$ cat src/rtl/i_deserializer_sdr_if.sv
// Bus bundle for i_deserializer_sdr.
//   master : drives serial data, enable, bitslip and align start; observes the word outputs.
//   slave  : the deserializer itself.
// Signals:
//   d           serial data from the input buffer
//   en          sample enable
//   bitslip     slip request (acted on at its rising edge)
//   align_start 1-cycle pulse that starts auto-alignment
//   q           last completed parallel word
//   data_valid  1-cycle strobe when q updates
//   aligned     training pattern locked
//   align_fail  no phase matched the training pattern
interface i_deserializer_sdr_if #(
  parameter int unsigned WIDTH = 8
);
  logic             d;
  logic             en;
  logic             bitslip;
  logic             align_start;
  logic [WIDTH-1:0] q;
  logic             data_valid;
  logic             aligned;
  logic             align_fail;

  modport master (
    output d, en, bitslip, align_start,
    input  q, data_valid, aligned, align_fail
  );

  modport slave (
    input  d, en, bitslip, align_start,
    output q, data_valid, aligned, align_fail
  );
endinterface

$ cat src/rtl/i_deserializer_sdr.sv
// Single-rate input deserializer. Samples serial data on every enabled rising edge and
// assembles WIDTH-bit words, MSB first. A bitslip rising edge (or an internal training slip)
// moves the word boundary one bit later.
// Optional feature macro: I_DESER_AUTO_ALIGN_EN compiles in a training FSM that slips until
// the received word equals TRAIN_PATTERN[WIDTH-1:0]. Without it, aligned/align_fail are 0 and
// align_start is ignored; the port list is the same in both builds.
// Ports:
//   i_clk  sample clock, rising edge
//   i_rst  synchronous active-high reset
//   bus    i_deserializer_sdr_if.slave (d, en, bitslip, align_start -> q, data_valid,
//          aligned, align_fail)
module i_deserializer_sdr #(
  parameter int unsigned WIDTH         = 8,
  parameter logic [15:0] TRAIN_PATTERN = 16'h5C
) (
  input logic                 i_clk,
  input logic                 i_rst,
  i_deserializer_sdr_if.slave bus
);

  localparam int unsigned CntW = $clog2(WIDTH);
  localparam logic [CntW-1:0] CntMax = CntW'(WIDTH - 1);

  // Only the last WIDTH-1 bits are kept; the current d supplies the final bit of a word.
  logic [WIDTH-2:0] r_sr;
  logic [CntW-1:0]  r_cnt;
  logic [WIDTH-1:0] r_q;
  logic             r_dv;
  logic             r_bs;
  logic             w_slip;
  logic             w_fsm_slip;

  // External and internal slips merge into a single slip event.
  assign w_slip = (bus.bitslip & ~r_bs) | w_fsm_slip;

  always_ff @(posedge i_clk) begin
    if (i_rst) begin
      r_sr  <= '0;
      r_cnt <= '0;
      r_q   <= '0;
      r_dv  <= 1'b0;
      r_bs  <= 1'b0;
    end else begin
      // Edge register tracks bitslip even while sampling is disabled.
      r_bs <= bus.bitslip;
      r_dv <= 1'b0;
      if (bus.en) begin
        r_sr <= {r_sr[WIDTH-3:0], bus.d};
        // A slip shifts data but holds the counter, pushing the boundary one bit later.
        if (!w_slip) begin
          if (r_cnt == CntMax) begin
            r_cnt <= '0;
            r_q   <= {r_sr, bus.d};
            r_dv  <= 1'b1;
          end else begin
            r_cnt <= r_cnt + 1'b1;
          end
        end
      end
    end
  end

  assign bus.q          = r_q;
  assign bus.data_valid = r_dv;

`ifdef I_DESER_AUTO_ALIGN_EN
  localparam int unsigned TriesW = $clog2(WIDTH + 1);
  localparam logic [TriesW-1:0] TriesMax = TriesW'(WIDTH);
  localparam logic [WIDTH-1:0] TrainWord = TRAIN_PATTERN[WIDTH-1:0];

  typedef enum logic [2:0] {
    StIdle,
    StCheck,
    StWait,
    StLocked,
    StFail
  } state_e;

  state_e            r_state;
  state_e            w_state_d;
  logic [TriesW-1:0] r_tries;
  logic [TriesW-1:0] w_tries_d;

  always_ff @(posedge i_clk) begin
    if (i_rst) begin
      r_state <= StIdle;
      r_tries <= '0;
    end else begin
      r_state <= w_state_d;
      r_tries <= w_tries_d;
    end
  end

  always_comb begin
    w_state_d  = r_state;
    w_tries_d  = r_tries;
    w_fsm_slip = 1'b0;
    case (r_state)
      StIdle, StLocked, StFail: begin
        if (bus.align_start) begin
          w_tries_d = '0;
          w_state_d = StCheck;
        end
      end
      StCheck: begin
        if (r_dv) begin
          if (r_q == TrainWord) begin
            w_state_d = StLocked;
          end else if (r_tries == TriesMax) begin
            w_state_d = StFail;
          end else begin
            w_fsm_slip = 1'b1;
            w_tries_d  = r_tries + 1'b1;
            w_state_d  = StWait;
          end
        end
      end
      // The first word after a slip is skipped before the next comparison.
      StWait: begin
        if (r_dv) begin
          w_state_d = StCheck;
        end
      end
      default: w_state_d = StIdle;
    endcase
  end

  assign bus.aligned    = (r_state == StLocked);
  assign bus.align_fail = (r_state == StFail);
`else
  logic w_unused;

  assign w_fsm_slip     = 1'b0;
  assign bus.aligned    = 1'b0;
  assign bus.align_fail = 1'b0;
  assign w_unused       = bus.align_start ^ (^TRAIN_PATTERN);
`endif

endmodule
$ cat src/flat_wrapper.sv
// flat-port wrapper written by rule: the top's interface ports become plain ports
module i_deserializer_sdr_flat 
#(
  parameter int unsigned WIDTH         = 8,
  parameter logic [15:0] TRAIN_PATTERN = 16'h5C
)
  (i_clk, i_rst, bus_d, bus_en, bus_bitslip, bus_align_start, bus_q, bus_data_valid, bus_aligned, bus_align_fail);
  i_deserializer_sdr_if #(.WIDTH(WIDTH)) bus_i ();
  input logic i_clk;
  input logic i_rst;
  input wire logic [$bits(bus_i.d)-1:0] bus_d;
  input wire logic [$bits(bus_i.en)-1:0] bus_en;
  input wire logic [$bits(bus_i.bitslip)-1:0] bus_bitslip;
  input wire logic [$bits(bus_i.align_start)-1:0] bus_align_start;
  output wire logic [$bits(bus_i.q)-1:0] bus_q;
  output wire logic [$bits(bus_i.data_valid)-1:0] bus_data_valid;
  output wire logic [$bits(bus_i.aligned)-1:0] bus_aligned;
  output wire logic [$bits(bus_i.align_fail)-1:0] bus_align_fail;
  assign bus_i.d = bus_d;
  assign bus_i.en = bus_en;
  assign bus_i.bitslip = bus_bitslip;
  assign bus_i.align_start = bus_align_start;
  assign bus_q = bus_i.q;
  assign bus_data_valid = bus_i.data_valid;
  assign bus_aligned = bus_i.aligned;
  assign bus_align_fail = bus_i.align_fail;
  i_deserializer_sdr #(.WIDTH(WIDTH), .TRAIN_PATTERN(TRAIN_PATTERN)) u_core (.i_clk(i_clk), .i_rst(i_rst), .bus(bus_i));
endmodule
$ cat config.mk
export PLATFORM = sky130hd
export DESIGN_NAME = i_deserializer_sdr_flat
export DESIGN_NICKNAME = d
export VERILOG_FILES = /design/src/rtl/i_deserializer_sdr_if.sv /design/src/rtl/i_deserializer_sdr.sv /design/src/flat_wrapper.sv
export SDC_FILE = /design/constraint.sdc
export NUM_CORES = 1
export LEC_CHECK = 0
export ABC_AREA = 0
export CAP_MARGIN = 10
export CORE_MARGIN = 2
export CORE_UTILIZATION = 44
export DETAILED_ROUTE_END_ITERATION = 10
export PLACE_DENSITY_LB_ADDON = 0.12
export SYNTH_ARGS = -nofsm -noshare
export SYNTH_HDL_FRONTEND = slang
export SYNTH_SLANG_ARGS = --single-unit
$ cat constraint.sdc
create_clock -name i_clk -period 1.4 [get_ports i_clk]
set_clock_uncertainty 0.15 [all_clocks]
set_input_delay 0.21 -clock i_clk [delete_from_list [all_inputs] [get_ports i_clk]]
set_output_delay 0.21 -clock i_clk [all_outputs]
set_load 0.02 [all_outputs]
==> results.txt <==
* Clock root buffer: sky130_fd_sc_hd__clkbuf_4
* Crit Reg-Reg Endpoint: u_core.bus.q[6]$_SDFFE_PP0P_
* Final estimated routing congestion in global placement: 0.744
- 17 I/O pins were placed.
- Cts bufs inserted: 3
* Pin count of the biggest net entering global routing: 18
- Post-synthesis instance area: ~850 um2
- Counting flops with an async set or reset pin after synthesis yields a share of 0.
- Worst slack, placed: -124 ps
- On the critical path the largest part of the delay comes from flip-flops.
- Setup repair after global routing left no endpoint under its margin.
- Gr usage total: 0.163
* Crit path setup slack, layout: between 60 and 70 ps
- Clock latency on the worst-skew pair, taken at its later pin, is 300 ps.
- Yosys warning total: 0
* Wire length of the first global-routing pass: 2480 um
- CP Class: flop to output pin
* Remaining antenna violation count after routing: 0
* Final Net Count: 110
- Port buffering added 13 buffers.
* Final setup violation count: 0
- Worst vdd ir: 459 uV
- Final routed wire length divided by cell count: about 12 um
- Fraction of layout instances using a drive strength above 1: 0.160
- Initial antenna violation count: 0
* Placed cell areas: 1010 um2
- Average size of a mapped cell: ~10 um2
* Die height: around 48 um
* Worst path buffer plus inverter count: 1
- Number of cells produced by synthesis: 83
- P&R area growth vs syn: 24.9%
- Clock tree from TritonCTS: done
- The worst setup path is captured at an output pin.
- Endpoint with the worst hold slack: u_core.bus.q[7]$_SDFFE_PP0P_
* Xor/xnor share of the synthesized area: 0
- In this run the number of H-tree levels came out at 1.
- Initial core utilization: 0.479
- In this run the number of cells on the critical path is 1.
- Ant. Diodes: 0
- Number of buffers on the longest clock path: 2
- Worst Hold Launch: u_core.bus.q[7]$_SDFFE_PP0P_
* Worst hold path depth: 2
- Counting every sink on the clock net gives 20.
- Max-slew violation count: 0
- Static Leakage: 0.441 nW
* Outcome: finished clean
* Complex-gate fraction of the synthesized area: 0.0176
* Largest family of logic cells by synthesized area: simple AND/OR/NAND/NOR gates
* Depth of the most critical reg-to-reg path: 4
- Worst-path cell chain: dlygate4sd2_1
- Across all layers, the routed design uses between 600 and 700 vias.
* First-iteration detailed-routing DRC count: 3
- Final WL: 1460 um
* Row Count: 15
- Fraction of the mapped netlist area in adder cells: 0.0293
- Post-Synth Simple-Gate Area: 0.253
- In this run the critical register-to-register path is launched from u_core.r_cnt[0]$_SDFFE_PP0P_.
* Count of cell types in the netlist: 19
* Max_cap viols: 0
* Placeable Area: ~1800 um2
- For this run, the register share of the synthesized area comes to 0.469.
- Of all cell types, the one taking the most synthesized area is sky130_fd_sc_hd__dfxtp_1.
- Via density per instance: 4.89
- TritonRoute pass-1 iters: 4
* Die X: approximately 48 um
- On the worst path, the slowest cell contributes a delay of approximately 340 ps.
* Hold Crit Class: flop to flop
* Number of remaining DRC errors: 0
* Worst Path Arrival: around 1000 ps
* PD cells: 883 nW/um2
- Number of hold-slack violations in the final timing report: 0
* Final min period: 1340 ps
- After global routing the overflow that remains totals 0.
* Post-Layout Inst Area: roughly 1100 um2
* Post-synthesis sequential element count: 20
- At the worst endpoint, the required time is approximately 1000 ps.
* Die ar.: 2310 um2
* Setup slack of the most critical reg-to-reg path: about 90 ps
- The via count of the first global-routing pass was 571.
- CTS clk-pin slew, worst paths: between 100 and 150 ps
- Commonest register cell after synthesis: sky130_fd_sc_hd__dfxtp_1
- Of the post-synthesis cell area, the dominant cell type holds 0.469.
* Multiplexer fraction of the synthesized cell area: 0.176
- STA classifies the critical path startpoint as a flop.
* Post-synth EDFFs: 0
* Post-detail-place hpwl: 932 um
- Maximum clock rate: about 750 MHz
- Cell types occupying the most area after synthesis: sky130_fd_sc_hd__dfxtp_1 47%, sky130_fd_sc_hd__mux2i_1 18%, sky130_fd_sc_hd__nand2b_1 14%
- Critical-path top delay cell: sky130_fd_sc_hd__dfxtp_1
* Final worst-path cycle share: 0.956
- In this run the worst path has a maximum fanout of 2.
worst max path at each step:
stage	startpoint	end	slack (ps)
finish	u_core.bus.q[4]$_SDFFE_PP0P_	bus_q[4]	60
global route	u_core.bus.q[3]$_SDFFE_PP0P_	bus_q[3]	5
CTS	u_core.r_cnt[0]$_SDFFE_PP0P_	u_core.bus.q[6]$_SDFFE_PP0P_	4
detailed placement	bus_bitslip	u_core.bus.q[6]$_SDFFE_PP0P_	-120
global placement	bus_bitslip	u_core.bus.q[2]$_SDFFE_PP0P_	-90
floorplan	u_core.r_cnt[0]$_SDFFE_PP0P_	u_core.bus.data_valid$_SDFF_PP0_	50
through the flow:
step | util | setup TNS [ps] | hold WS (ps) | std cells | total power, mW
finish | 0.599 | 0 | 325 | 125 | 0.943
global route | 0.599 | 0 | 349 | 125 | 0.981
CTS | 0.586 | 0 | 328 | 125 | 0.955
detailed placement | 0.568 | -977 | 313 | 120 | 0.676
global placement | 0.568 | -735 | 307 | 120 | 0.674
floorplan | - | 0 | 188 | 84 | 0.650
kinds of logic after synthesis:
group | count (synthesis)
AOI/OAI and AO/OA | 3
adders and majority gates | 2
buffers and inverters | 7
DFF | 20
muxes | 15
other | 1
and+or+nand+nor | 35
worst min-delay path, delay by kind of cell, from the launching register on:
kind | cells | cell delay, ps
flip-flops | 1 | 320
AND/OR/NAND/NOR | 1 | 60
multiplexers | 1 | 60
layer usage:
metal,routed length (um),vias to the layer above,GRT usage
li1,-,307,-
met1,713,286,0.210
met2,638,13,0.240
met3,60,5,0.0340
met4,42,0,0.114
met5,0,-,0
sequential cells by signal, indices dropped and copies added (netlist names):
signal,flops
u_core.bus.data_valid,1
u_core.r_sr,7
u_core.bus.q,8
u_core.r_bs,1
u_core.r_cnt,3
repair_timing:
| action | in CTS | in global routing |
|---|---|---|
| cloned | 1 | 0 |
| hold buffers | 0 | 0 |
| pin swaps | 1 | 1 |
| setup buffers | 1 | 0 |
| endpoints found under the setup margin | 17 | 9 |
| resized for setup | 12 | 3 |
final cells by class:
type                    count  area, um2
clock buffers               3       22.5
fillers                   166        716
well taps                  25       31.3
multi-input cells          58        447
flip-flops and latches     20        403
repair buffers             19        164
synthesized netlist by cell type (2+ instances only):
master and n:
sky130_fd_sc_hd__nor2b_1 2, sky130_fd_sc_hd__dfxtp_1 20, sky130_fd_sc_hd__nand4b_1 2, sky130_fd_sc_hd__mux2i_1 15, sky130_fd_sc_hd__o21ai_0 3, sky130_fd_sc_hd__buf_4 2, sky130_fd_sc_hd__nor2_1 7, sky130_fd_sc_hd__buf_2 2
sky130_fd_sc_hd__ha_1 2, sky130_fd_sc_hd__nand2b_1 19
power by group:
part / switching [mW] / internal (mW) / total [mW] / leakage, nW
logic: 0.0387 / 0.0475 / 0.0862 / 0.264
registers: 0.00766 / 0.579 / 0.587 / 0.163
clock network: 0.170 / 0.100 / 0.270 / 0.0138
total: 0.216 / 0.727 / 0.943 / 0.441
cell usage in the layout, fill, tap and decap left out:
cell type | Yosys | layout
sky130_fd_sc_hd__nand2b_4 | 1 | 1
sky130_fd_sc_hd__nor2b_1 | 2 | 2
sky130_fd_sc_hd__o21ai_0 | 3 | 3
sky130_fd_sc_hd__dfxtp_2 | 0 | 2
sky130_fd_sc_hd__and3_2 | 0 | 1
sky130_fd_sc_hd__nand2b_1 | 19 | 19
sky130_fd_sc_hd__nand3_1 | 1 | 1
sky130_fd_sc_hd__buf_4 | 2 | 6
sky130_fd_sc_hd__mux2i_1 | 15 | 15
sky130_fd_sc_hd__clkdlybuf4s50_1 | 0 | 4
sky130_fd_sc_hd__nor3_1 | 1 | 1
sky130_fd_sc_hd__nand4b_1 | 2 | 2
sky130_fd_sc_hd__ha_4 | 0 | 2
sky130_fd_sc_hd__clkbuf_4 | 0 | 3
sky130_fd_sc_hd__and3_4 | 1 | 1
sky130_fd_sc_hd__nor2_1 | 7 | 7
sky130_fd_sc_hd__and2_1 | 1 | 1
sky130_fd_sc_hd__dlygate4sd2_1 | 0 | 9
sky130_fd_sc_hd__conb_1 | 1 | 2
sky130_fd_sc_hd__dfxtp_1 | 20 | 18
(Power assumes the default switching activity.)
